$ cat config.mk
export PLATFORM = sky130hd
export DESIGN_NAME = trace_drain_uart
export DESIGN_NICKNAME = d
export VERILOG_FILES = /design/src/rtl/trace_drain_pkg.sv /design/src/rtl/trace_uart_tx.sv /design/src/rtl/trace_drain_uart.sv
export SDC_FILE = /design/constraint.sdc
export NUM_CORES = 1
export LEC_CHECK = 0
export CAP_MARGIN = 30
export CORE_AREA = 2 2 87 89
export CTS_CLUSTER_SIZE = 30
export DETAILED_ROUTE_END_ITERATION = 16
export DIE_AREA = 0 0 89 91
export PLACE_DENSITY_LB_ADDON = 0.15
export SETUP_SLACK_MARGIN = 0.02
export SYNTH_ARGS = -nofsm -noshare
export SYNTH_HDL_FRONTEND = slang
export SYNTH_SLANG_ARGS = --single-unit
$ cat constraint.sdc
create_clock -name clk -period 2.32 [get_ports clk]
set_input_delay 0.464 -clock clk [delete_from_list [all_inputs] [get_ports clk]]
set_output_delay 0.464 -clock clk [all_outputs]
set_load 0.005 [all_outputs]
$ cat src/rtl/trace_drain_pkg.sv
// Shared types and constants for the trace buffer UART drain.
// TRACE_DRAIN_CKSUM_EN adds the checksum state to the FSM encoding.
package trace_drain_pkg;

  typedef enum logic [2:0] {
    ST_IDLE      = 3'd0,
    ST_POP       = 3'd1,
    ST_LATCH     = 3'd2,
    ST_SEND_SYNC = 3'd3,
    ST_SEND_DATA = 3'd4
`ifdef TRACE_DRAIN_CKSUM_EN
    ,
    ST_SEND_CKSUM = 3'd5
`endif
  } state_e;

  localparam logic [7:0] SYNC_BYTE_DEFAULT = 8'hA5;

  localparam logic UART_START     = 1'b0;
  localparam logic UART_STOP      = 1'b1;
  localparam int   BITS_PER_FRAME = 10;

endpackage

$ cat src/rtl/trace_uart_tx.sv
// 8N1 UART byte serializer; byte_ready pulses in the last stop-bit cycle so
// a waiting byte follows the stop bit with no idle gap.
module trace_uart_tx
  import trace_drain_pkg::*;
#(
  parameter int CLK_DIV = 868
) (
  input  logic       clk,
  input  logic       reset,
  input  logic [7:0] byte_in,
  input  logic       byte_valid,
  output logic       byte_ready,
  output logic       tx
);

  localparam int DW = $clog2(CLK_DIV);

  logic          r_active;
  logic [9:0]    r_frame;
  logic [3:0]    r_bit_cnt;
  logic [DW-1:0] r_div_cnt;

  logic w_bit_end;
  logic w_last_bit;
  logic w_accept;

  assign w_bit_end  = (r_div_cnt == DW'(CLK_DIV - 1));
  assign w_last_bit = (r_bit_cnt == 4'(BITS_PER_FRAME - 1));
  assign byte_ready = !r_active || (w_bit_end && w_last_bit);
  assign w_accept   = byte_valid && byte_ready;

  // Derived from reset-cleared state so the line goes idle the moment reset asserts.
  assign tx = r_active ? r_frame[0] : UART_STOP;

  // NOTE: sequential state uses non-blocking assignments so every register
  // samples pre-edge values, independent of block evaluation order.
  always_ff @(posedge clk or negedge reset) begin
    if (!reset) begin
      r_active  <= 1'b0;
      r_frame   <= '1;
      r_bit_cnt <= '0;
      r_div_cnt <= '0;
    end else if (w_accept) begin
      r_active  <= 1'b1;
      r_frame   <= {UART_STOP, byte_in, UART_START};
      r_bit_cnt <= '0;
      r_div_cnt <= '0;
    end else if (r_active) begin
      if (w_bit_end) begin
        r_div_cnt <= '0;
        if (w_last_bit) begin
          r_active <= 1'b0;
        end else begin
          r_bit_cnt <= r_bit_cnt + 4'd1;
          r_frame   <= {1'b1, r_frame[9:1]};
        end
      end else begin
        r_div_cnt <= r_div_cnt + DW'(1);
      end
    end
  end

endmodule

$ cat src/rtl/trace_drain_uart.sv
// Trace buffer drain: pops 32-bit words and sends SYNC + data bytes (MSB byte
// first) over UART 8N1. Define TRACE_DRAIN_CKSUM_EN to append an XOR checksum byte.
module trace_drain_uart
  import trace_drain_pkg::*;
#(
  parameter int         Fpay      = 32,
  parameter int         CLK_DIV   = 868,
  parameter logic [7:0] SYNC_BYTE = SYNC_BYTE_DEFAULT,
  parameter int         CNTw      = 16
) (
  input  logic            clk,
  input  logic            reset,
  input  logic            drain_en,
  input  logic            fifo_empty,
  input  logic [Fpay-1:0] fifo_dout,
  output logic            fifo_rd,
  output logic            uart_tx,
  output logic            busy,
  output logic [CNTw-1:0] words_sent
);

  localparam int NBYTES = Fpay / 8;
  localparam int IDXW   = (NBYTES > 1) ? $clog2(NBYTES) : 1;

  state_e            r_state;
  logic              r_fifo_rd;
  logic [Fpay-1:0]   r_word;
  logic [IDXW-1:0]   r_byte_idx;
  logic [CNTw-1:0]   r_words_sent;

  state_e            w_state_next;
  logic              w_pop;
  logic              w_latch;
  logic              w_idx_inc;
  logic              w_frame_done;
  logic              w_byte_valid;
  logic              w_byte_ready;
  logic [7:0]        w_byte_in;

  function automatic logic [7:0] word_byte(input logic [Fpay-1:0] w, input int k);
    return w[Fpay-1-8*k -: 8];
  endfunction

`ifdef TRACE_DRAIN_CKSUM_EN
  logic [7:0] w_cksum;

  always_comb begin
    w_cksum = '0;
    for (int k = 0; k < NBYTES; k++) w_cksum = w_cksum ^ word_byte(r_word, k);
  end
`endif

  // Each SEND_* state names the byte currently on the line; the next byte is
  // offered during it and taken on the serializer's end-of-stop-bit pulse.
  // NOTE: every always_comb output gets a default first so no path infers a latch.
  always_comb begin
    w_state_next = r_state;
    w_pop        = 1'b0;
    w_latch      = 1'b0;
    w_idx_inc    = 1'b0;
    w_frame_done = 1'b0;
    w_byte_valid = 1'b0;
    w_byte_in    = SYNC_BYTE;
    unique case (r_state)
      ST_IDLE: begin
        if (drain_en && !fifo_empty) begin
          w_pop        = 1'b1;
          w_state_next = ST_POP;
        end
      end
      ST_POP: w_state_next = ST_LATCH;
      ST_LATCH: begin
        w_latch      = 1'b1;
        w_byte_valid = 1'b1;
        if (w_byte_ready) w_state_next = ST_SEND_SYNC;
      end
      ST_SEND_SYNC: begin
        w_byte_valid = 1'b1;
        w_byte_in    = word_byte(r_word, 0);
        if (w_byte_ready) w_state_next = ST_SEND_DATA;
      end
      ST_SEND_DATA: begin
        if (int'(r_byte_idx) < NBYTES - 1) begin
          w_byte_valid = 1'b1;
          w_byte_in    = word_byte(r_word, int'(r_byte_idx) + 1);
          w_idx_inc    = w_byte_ready;
        end else begin
`ifdef TRACE_DRAIN_CKSUM_EN
          w_byte_valid = 1'b1;
          w_byte_in    = w_cksum;
          if (w_byte_ready) w_state_next = ST_SEND_CKSUM;
`else
          if (w_byte_ready) begin
            w_frame_done = 1'b1;
            w_state_next = ST_IDLE;
          end
`endif
        end
      end
`ifdef TRACE_DRAIN_CKSUM_EN
      ST_SEND_CKSUM: begin
        if (w_byte_ready) begin
          w_frame_done = 1'b1;
          w_state_next = ST_IDLE;
        end
      end
`endif
      default: w_state_next = ST_IDLE;
    endcase
  end

  always_ff @(posedge clk or negedge reset) begin
    if (!reset) begin
      r_state      <= ST_IDLE;
      r_fifo_rd    <= 1'b0;
      r_word       <= '0;
      r_byte_idx   <= '0;
      r_words_sent <= '0;
    end else begin
      r_state   <= w_state_next;
      r_fifo_rd <= w_pop;
      if (w_latch) begin
        r_word     <= fifo_dout;
        r_byte_idx <= '0;
      end else if (w_idx_inc) begin
        r_byte_idx <= r_byte_idx + IDXW'(1);
      end
      if (w_frame_done) r_words_sent <= r_words_sent + CNTw'(1);
    end
  end

  trace_uart_tx #(
    .CLK_DIV(CLK_DIV)
  ) u_tx (
    .clk       (clk),
    .reset     (reset),
    .byte_in   (w_byte_in),
    .byte_valid(w_byte_valid),
    .byte_ready(w_byte_ready),
    .tx        (uart_tx)
  );

  assign fifo_rd    = r_fifo_rd;
  assign busy       = (r_state != ST_IDLE);
  assign words_sent = r_words_sent;

endmodule

## Word-level counts from Yosys, hierarchy flattened

Cells that the tools add are included.

- Bits in registers: 79
- Latch bits: 0
- Bits in writable memories: 0
- Bits in read-only memories: 0
- Word-level logic and storage cells: 79
- Memories: 0

- Add/sub/neg operators: 6
- Multipliers: 0
- Div/mod/pow operators: 0
- $lt $le $gt $ge: 1
- Equal/unequal tests: 12
- Shift-type cells: 1
- Mux-type cells: 36
- Bitwise gates (word level): 0
- Reductions and logical operators: 14

Operators with widths:

| operator | number |
|---|---|
| 2-to-1 mux 10 bit | 7 |
| indexed part select 39 x 7 -> 8 bit | 1 |
| adder 16 x 1 -> 16 bit, second input constant | 1 |
| 2-to-1 mux 4 bit | 4 |
| one-hot mux 8 bit (2 select lines) | 1 |
| 2-to-1 mux 3 bit | 5 |
| one-hot mux 3 bit (5 select lines) | 1 |
| 2-to-1 mux 1 bit | 14 |
| adder 10 x 1 -> 10 bit, second input constant | 1 |
| equality test 10 bit, second input constant | 1 |
| 2-to-1 mux 8 bit | 1 |
| subtractor 5 x 6 -> 7 bit, first input constant | 1 |
| equality test 3 x 2 -> 1 bit, second input constant | 2 |
| inequality test 2 x 1 -> 1 bit, second input constant | 3 |
| inequality test 2 bit, second input constant | 3 |
| nonzero test 2 bit | 3 |
| AND reduction 5 bit | 1 |
| adder 4 x 1 -> 4 bit, second input constant | 1 |
| equality test 4 bit, second input constant | 1 |
| 2-to-1 mux 2 bit | 2 |
| adder 2 x 1 -> 3 bit, second input constant | 1 |
| equality test 3 x 1 -> 1 bit, second input constant | 1 |
| equality test 3 bit, second input constant | 1 |
| logical AND 1 bit | 3 |
| other kinds (9) | 10 |

## Depth between registers and ports, before layout

Gate-level depths: netlist of run 1.

- Depth in word-level cells: 7
- Mapped depth: 7

## By module

Synthesis of run 1 repeated with hierarchy kept, for this count alone.

- Cell total of the unflattened synthesis: 318
- Area total of the unflattened synthesis: 3945.0 um^2

Modules (own cells, without submodules):

| module | times used | cells an instance | area each (um^2) | sequential area each (um^2) |
|---|---|---|---|---|
| trace_drain_uart | 1 | 193 | 2591.2 | 1351.3 |
| trace_uart_tx | 1 | 125 | 1353.8 | 611.8 |

## Worst setup path before layout of run 1

No wires, ideal clock.

- Kind: reg-to-reg
- Start: register u_tx.r_div_cnt[0]
- End: register r_words_sent[1] (netlist: words_sent[1])
- Arrival: 1.770 ns
- Required time: 2.195 ns
- Path slack: 0.425 ns
- Cell stages (with the launch flop): 7
- Path buffers: 0
- Period minus slack after synthesis: 1.895 ns
- Path through: dfrtp_1 > ha_1 > nor3b_1 > nand4_1 > nand2_1 > and3_1 > mux2_2

- Cells in the longest elaborated chain, start to end: 6

Ends and longest elaborated chain:

| element | line | text |
|---|---|---|
| start: declaration | trace_uart_tx.sv:21 | `logic [DW-1:0] r_div_cnt;` |
| start signal: assignment | trace_uart_tx.sv:58 | `r_div_cnt <= r_div_cnt + DW'(1);` |
| equality test 10 bit | trace_uart_tx.sv:27 | `assign w_bit_end = (r_div_cnt == DW'(CLK_DIV - 1));` |
| logical AND 1 bit | trace_uart_tx.sv:29 | `assign byte_ready = !r_active \|\| (w_bit_end && w_last_bit);` |
| logical OR 1 bit | trace_uart_tx.sv:29 |  |
| 2-to-1 mux 1 bit | trace_drain_uart.sv:93 | `if (w_byte_ready) begin` |
| 2-to-1 mux 1 bit | trace_drain_uart.sv:83 | `if (int'(r_byte_idx) < NBYTES - 1) begin` |
| 2-to-1 mux 1 bit | trace_drain_uart.sv:64 | `unique case (r_state)` |
| end signal: assignment | trace_drain_uart.sv:128 | `if (w_frame_done) r_words_sent <= r_words_sent + CNTw'(1);` |
| end: declaration | trace_drain_uart.sv:29 | `logic [CNTw-1:0] r_words_sent;` |

No other way between the ends.
A chain may end at the register's enable or synchronous reset.

## Worst setup path in the final report of run 1

- Start: register r_state[1]
- End: output busy

- Cells in the longest elaborated chain, start to end: 1

Ends and longest elaborated chain:

| element | line | text |
|---|---|---|
| start: declaration | trace_drain_uart.sv:25 | `state_e r_state;` |
| start signal: assignment | trace_drain_uart.sv:120 | `r_state <= w_state_next;` |
| nonzero test 3 bit | trace_drain_uart.sv:144 | `assign busy = (r_state != ST_IDLE);` |
| end: declaration | trace_drain_uart.sv:18 | `output logic busy,` |

No other way between the ends.

==> qor.txt, run 1 <==
status: complete, no violations
max_cap viols: 0
Power per Cell Area: 797 nW/µm²
final layout net count: 397
Final Skew: 0.00834 ns
ys async rst share: 100%
DRT Pass-1 Iters: 4
CP max stage cell: dfrtp_1
number of cell rows: 31
FF-to-FF path depth: 6
Max-slew headroom: 54.2%
clock buffer depth: 2
hold buffers post-CTS: 0
Post-synth EDFFs: 0
die area: 8100 µm²
CTS tree: done
final hold violation count: 0
first-pass GRT wire length: 11800 µm
crit share post-route: 92.7%
number of global-route vias before repair: 2425
Iter 0 DRT Violations: 92
Root Buffer Master: clkbuf_8
GPL Wtd Cong: 0.821
Synth area leaders: dfrtp_1, mux2_2, dfstp_2, mux4_2, mux2i_1
crit start category: register
IO Pins: 55
fin. max-slew vios: 0
Starting Density: 52.1%
synthesis-to-layout area growth: 24.4%
H-tree levels: 3
post-synthesis sequential area ratio: 52.8%
postcts setup bufs: 0
GRT Total Usage: 19.0%
Via density: 5.43
Fmax achieved: 465 MHz
Crit. End Element: output pin
number of gates resized after cts: 0
kind of critical path: reg -> out
Port Buffers: 54
worst-margin pin slew: 0.681 ns
Antenna Nets Post-Route: 0
Avg Cell Area, Syn: 12.9 µm²
initial antenna violation count: 0
total CTS buffers: 9
largest net degree at the start of global routing: 41
setup tns final: 0 ns
layout cells sized above 1: 23.3%
Final min period: 2.15 ns
top-area cell type share of the netlist area: 46.4%
Yosys cell types: 42
Hold Path Class: in -> async
Worst Path Required: 1.86 ns
synthesized flop and latch total: 78
Die Y: 91 µm
max incr delay on CP: 0.46 ns
Worst-Skew Late Latency: 0.35 ns
Reg clk slew, reported paths: 0.08 ns
CP Cell Sequence: or3_1 -> clkdlybuf4s50_1
core footprint: 7140 µm²
Pleak: 1.94 nW
antenna cells: 0
VDD IR max: 406 µV
mapped cell area: 3720 µm²
leading register cell type out of synthesis: dfrtp_1
DP HPWL: 4970 µm
Mapped Nets: 331
total routed wirelength: 7030 µm
Fill cells: 562
via count: 2494
CTS Sinks: 78
WHS: 0.0842 ns
crit-path max FO: 6
Final setup viols: 0
drc violations: 0
Die Wd: 89 µm
Post-Synthesis Cells: 289
Congestion Overflow GR: 0
synth warn: 0
critical path arrival: 1.69 ns
RSZ-0062 raised after global routing: false
cell taking the most area after synthesis: dfrtp_1
post-DR wirelength/cell: 15.3 µm
## flip-flops by register name, indices dropped and copies added, names as in the netlist
register,count
r_byte_idx,2
u_tx.r_bit_cnt,4
r_word,32
u_tx.r_frame,9
words_sent,16
r_state,3
fifo_rd,1
u_tx.r_active,1
u_tx.r_div_cnt,10
## synthesized netlist by cell type, types with 2 or more instances
library cell	instances
a21oi_1	9
a21oi_2	2
a22oi_1	4
a2bb2oi_1	4
and2_1	4
and2b_1	3
and3_1	9
buf_2	6
dfrtp_1	69
dfstp_2	9
ha_1	6
inv_1	3
mux2_2	34
mux2i_1	16
mux4_2	8
nand2_1	9
nand2b_1	2
nand3_1	14
nand4_1	5
nor2_1	16
nor3_1	3
nor3_4	2
nor3b_1	4
o21ai_0	6
or3_1	6
xnor2_1	17
xor2_1	4
## cell usage in the layout (no fill, tap or decap), drive strengths merged, types with 10 or more instances in the layout
master	instances
a21oi	11
clkdlybuf4s50	53
dfrtp	69
nand3	14
xnor2	17
mux2	34
nor2	16
buf	11
clkbuf	10
mux2i	16
## worst paths after layout
| path | slack, ns | end | start |
|---|---|---|---|
| setup / recovery | 0.17 | busy | r_state[1] |
| hold / removal | 0.08 | r_word[22] | reset |
| setup reg to reg | 0.30 | words_sent[1] | u_tx.r_div_cnt[0] |
| hold reg to reg | 0.48 | words_sent[15] | words_sent[15] |
| max in group asynchronous | 1.59 | u_tx.r_frame[1] | reset |
| min in group clk | 0.48 | words_sent[15] | words_sent[15] |
## metrics by stage
| stage | total power, W | util (%) | setup slack [ns] | instances | area (µm²) |
|---|---|---|---|---|---|
| 2_1_floorplan | 0.00245 | - | 0.425 | 289 | 3720 |
| 3_3_place_gp | 0.00268 | 62.1 | 0.402 | 443 | 4430 |
| 3_5_place_dp | 0.00271 | 62.1 | 0.306 | 443 | 4430 |
| 4_1_cts | 0.00373 | 64.8 | 0.153 | 459 | 4630 |
| 5_1_grt | 0.00389 | 64.8 | 0.0714 | 459 | 4630 |
| 6_report | 0.00369 | 64.8 | 0.170 | 459 | 4630 |
## kinds of logic after synthesis
group                    after synthesis  share of synthesized area, %
AO/OA/AOI/OAI                         30                          5.35
XOR/XNOR                              21                          4.94
adder cells (fa/ha/maj)                6                          2.02
buffers and inverters                 12                          1.71
flip-flops                            78                          52.8
multiplexers                          58                          19.4
AND/OR/NAND/NOR                       84                          13.8
## routing by layer
metal	global-route usage [%]	up-vias	wire length, µm
li1	-	1181	-
met1	27.3	1236	3290
met2	27.7	61	3280
met3	3.55	16	285
met4	8.96	0	174
met5	0	-	0
## layout make-up
class / instances / area [µm²] / area share (%)
Sequential cell: 78 / 1960 / 42.4
Multi-Input combinational cell: 199 / 1690 / 36.6
Timing Repair Buffer: 64 / 638 / 13.8
Clock buffer: 10 / 128 / 2.76
Tap cell: 99 / 124 / 2.68
Clock inverter: 6 / 70.1 / 1.51
Inverter: 3 / 11.3 / 0.243
## report_power, final
part	leakage [nW]	switching (W)	internal, W
Sequential	0.960	0.000199	0.00165
Clock	0.0891	0.000508	0.000502
Combinational	0.889	0.000338	0.000490
Total	1.94	0.00105	0.00264
## critical path, delay by kind of cell (launching register included)
| kind | cells | cell delay, ns |
|---|---|---|
| flops | 1 | 0.46 |
| simple gates | 1 | 0.42 |
| buf+inv | 1 | 0.46 |
Power figures use the tool's default switching activity.
==> inputs of run 2 (changes only) <==
--- a/config.mk
+++ b/config.mk
@@ -7,9 +7,9 @@
 export LEC_CHECK = 0
 export CAP_MARGIN = 30
 export CORE_AREA = 2 2 87 89
-export CTS_CLUSTER_SIZE = 30
 export DETAILED_ROUTE_END_ITERATION = 16
 export DIE_AREA = 0 0 89 91
+export HOLD_SLACK_MARGIN = 0.08
 export PLACE_DENSITY_LB_ADDON = 0.15
 export SETUP_SLACK_MARGIN = 0.02
 export SYNTH_ARGS = -nofsm -noshare
==> results of run 2 <==
No change in the layout: final DEF, timing and power equal those of run 1.
==> inputs of run 3 (changes only) <==
--- a/config.mk
+++ b/config.mk
@@ -6,12 +6,13 @@
 export NUM_CORES = 1
 export LEC_CHECK = 0
 export CAP_MARGIN = 30
-export CORE_AREA = 2 2 87 89
+export CORE_AREA = 2 2 88 90
 export DETAILED_ROUTE_END_ITERATION = 16
-export DIE_AREA = 0 0 89 91
+export DIE_AREA = 0 0 90 92
 export HOLD_SLACK_MARGIN = 0.08
 export PLACE_DENSITY_LB_ADDON = 0.15
 export SETUP_SLACK_MARGIN = 0.02
 export SYNTH_ARGS = -nofsm -noshare
 export SYNTH_HDL_FRONTEND = slang
+export SYNTH_HIERARCHICAL = 1
 export SYNTH_SLANG_ARGS = --single-unit
==> run 3 against run 2 <==
Clock skew is 0.0061 ns higher. Combinational power is 14% lower. Wire length is 10% higher. Final area is 7.3% higher. Highest routed layer unchanged.
==> qor.txt, run 3 <==
GPL Wtd Cong: 0.844 (+2.9%)
crit path launch: u_tx/r_div_cnt[0]
total CTS buffers: 9 (unchanged)
Synth area leaders: dfrtp_1, mux2_2, dfstp_2, mux4_2, xnor2_1
Final min period: 2.18 ns (+0.0301 ns)
final layout net count: 431 (+8.6%)
largest net degree at the start of global routing: 79 (+93%)
Most flops, register: r_word
antenna cells: 0 (unchanged)
Die Y: 92 µm (+1.1%)
synth warn: 6 (+6)
CTS Sinks: 78 (unchanged)
synthesis-to-layout area growth: 25.9%
Congestion Overflow GR: 0 (unchanged)
kind of critical path: reg -> reg
Pleak: 2.13 nW (+10%)
Largest register FFs: 32 (unchanged)
VDD IR max: 434 µV (+6.8%)
core footprint: 7450 µm² (+4.3%)
Port Buffers: 54 (unchanged)
Hold Path Class: in -> async
mapped cell area: 3950 µm² (+6.0%)
fin. max-slew vios: 0 (unchanged)
Root Buffer Master: clkbuf_8
layout cells sized above 1: 26.6% (+3.3 points)
top-count cell post-synth: dfrtp_1
DRT Pass-1 Iters: 4 (unchanged)
drc violations: 0 (unchanged)
RSZ-0062 raised after global routing: false
total routed wirelength: 7730 µm (+10%)
Fmax achieved: 459 MHz (-1.4%)
FF-to-FF Start: u_tx/r_div_cnt[0]
clock buffer depth: 2 (unchanged)
hold buffers post-CTS: 0 (unchanged)
crit start category: register
number of global-route vias before repair: 2720 (+12%)
Antenna Nets Post-Route: 0 (unchanged)
worst-margin pin slew: 0.440 ns (-0.241 ns)
Reg clk slew, reported paths: 0.08 ns (about the same)
Crit. End Element: register
final hold violation count: 0 (unchanged)
Iter 0 DRT Violations: 120 (+30%)
Final setup viols: 0 (unchanged)
crit-path max FO: 5 (-1)
leading register cell type out of synthesis: dfrtp_1
crit share post-route: 94.0% (+1.3 points)
status: complete, no violations
Via density: 5.49 (+1.1%)
Post-Synthesis Cells: 318 (+10%)
post-DR wirelength/cell: 15.6 µm (+1.8%)
GRT Total Usage: 19.5% (+0.50 points)
Mapped Nets: 360 (+8.8%)
max_cap viols: 0 (unchanged)
critical path arrival: 2.44 ns (+0.75 ns)
total power: 0.00363 W (-1.6%)
reg2reg end: words_sent[14]
initial antenna violation count: 0 (unchanged)
ys async rst share: 100% (unchanged)
FF-to-FF path depth: 8 (+2)
Die Wd: 90 µm (+1.1%)
cell taking the most area after synthesis: dfrtp_1
synthesized flop and latch total: 78 (unchanged)
Power per Cell Area: 731 nW/µm² (-8.3%)
Worst Path Required: 2.58 ns (+0.72 ns)
register area: 1960 µm² (unchanged)
most frequent cells after synthesis: dfrtp_1, mux2_2, nand2_1
post-synthesis sequential area ratio: 49.8% (-3.0 points)
most common cell after layout, fill and taps aside: dfrtp_1
Yosys cell types: 58 (+38%)
via count: 2724 (+9.2%)
die area: 8280 µm² (+2.2%)
Fill cells: 595 (+5.9%)
Max-slew headroom: 70.6% (+16 points)
top-area cell type share of the netlist area: 43.8% (-2.6 points)
CTS tree: done
Post-synth EDFFs: 0 (unchanged)
Starting Density: 53.0% (+0.83 points)
IO Pins: 55 (unchanged)
area of the multi-input gates: 1910 µm² (+13%)
setup tns final: 0 ns (unchanged)
commonest cells after routing, fill and taps aside: dfrtp_1, clkdlybuf4s50_1, mux2_2
number of cell rows: 32 (+3.2%)
first-pass GRT wire length: 12900 µm (+9.9%)
Final Skew: 0.0144 ns (+0.00610 ns)
R2R setup slack: 0.14 ns (-0.16 ns)
Worst-Skew Late Latency: 0.34 ns (about the same)
Avg Cell Area, Syn: 12.4 µm² (-3.6%)
DP HPWL: 5370 µm (+8.0%)
H-tree levels: 3 (unchanged)
-- run 3: cell count changes in the layout (fill, tap and decap cells not counted), moves of 7 or more --
cell,change
a221o_1,+7
a22o_1,+7
buf_4,+11
mux2i_1,-16
nand2_1,+10
nor2_1,-8
-- run 3: worst max-delay path by stage --
stage / to
finish: words_sent[14]
floorplan: words_sent[7]
detailed placement: words_sent[13]
CTS: words_sent[13]
global placement: words_sent[13]
global route: words_sent[14]
-- run 3: through the flow --
step	util [%]	std cells	worst slack (ns)	hold slack, ns	instance area (µm²)
CTS	65.5	489	0.0167	0.140	4880
global route	66.7	496	0.0194	0.150	4970
global placement	62.4	473	0.122	0.459	4650
floorplan	-	318	0.0564	0.168	3960
finish	66.7	496	0.140	0.127	4970
detailed placement	62.4	473	0.0371	0.464	4650
-- run 3: repair_timing --
action / CTS / global route
setup buffers: 0 / 7
pin swaps: 0 / 7
endpoints found under the hold margin: 0 / 0
resized for setup: 0 / 5
setup endpoints to repair: 1 / 14
-- run 3: layout make-up --
class / instances / area share (%)
flip-flops and latches: 78 / 39.5
multi-input cells: 217 / 38.4
repair buffers: 74 / 14.1
clock inverters: 5 / 1.64
inverters: 9 / 0.680
clock buffers: 11 / 3.05
well taps: 102 / 2.57
-- run 3: critical path, stage by stage (launching register included) --
cell,delay [ns]
dfrtp_1,0.43
ha_4,0.17
nor4b_4,0.26
a31oi_4,0.14
nor2_4,0.13
nand4_1,0.16
or3_4,0.47
nor4_2,0.17
xor2_1,0.16
-- run 3: cell families (layout without fill, tap and decap cells) --
| logic type | Yosys count | after routing | share of synthesized area (%) |
|---|---|---|---|
| AO/OA/AOI/OAI | 46 | 46 | 9.32 |
| XOR/XNOR | 20 | 20 | 4.44 |
| adder cells (fa/ha/maj) | 6 | 6 | 1.90 |
| buffers and inverters | 23 | 99 | 3.23 |
| flip-flops | 78 | 78 | 49.8 |
| multiplexers | 41 | 41 | 14.0 |
| AND/OR/NAND/NOR | 104 | 104 | 17.3 |
-- run 3: routing by layer --
layer	global-route usage, %	wire length [µm]
met1	25.5	3520
met2	31.8	3870
met3	4.27	251
met4	7.95	85
met5	0	0
-- run 3: where the power goes --
group | total (W) | switching [W] | internal [W]
clock | 0.00117 | 0.000500 | 0.000665
sequential | 0.00175 | 0.000178 | 0.00158
combinational | 0.000713 | 0.000279 | 0.000435
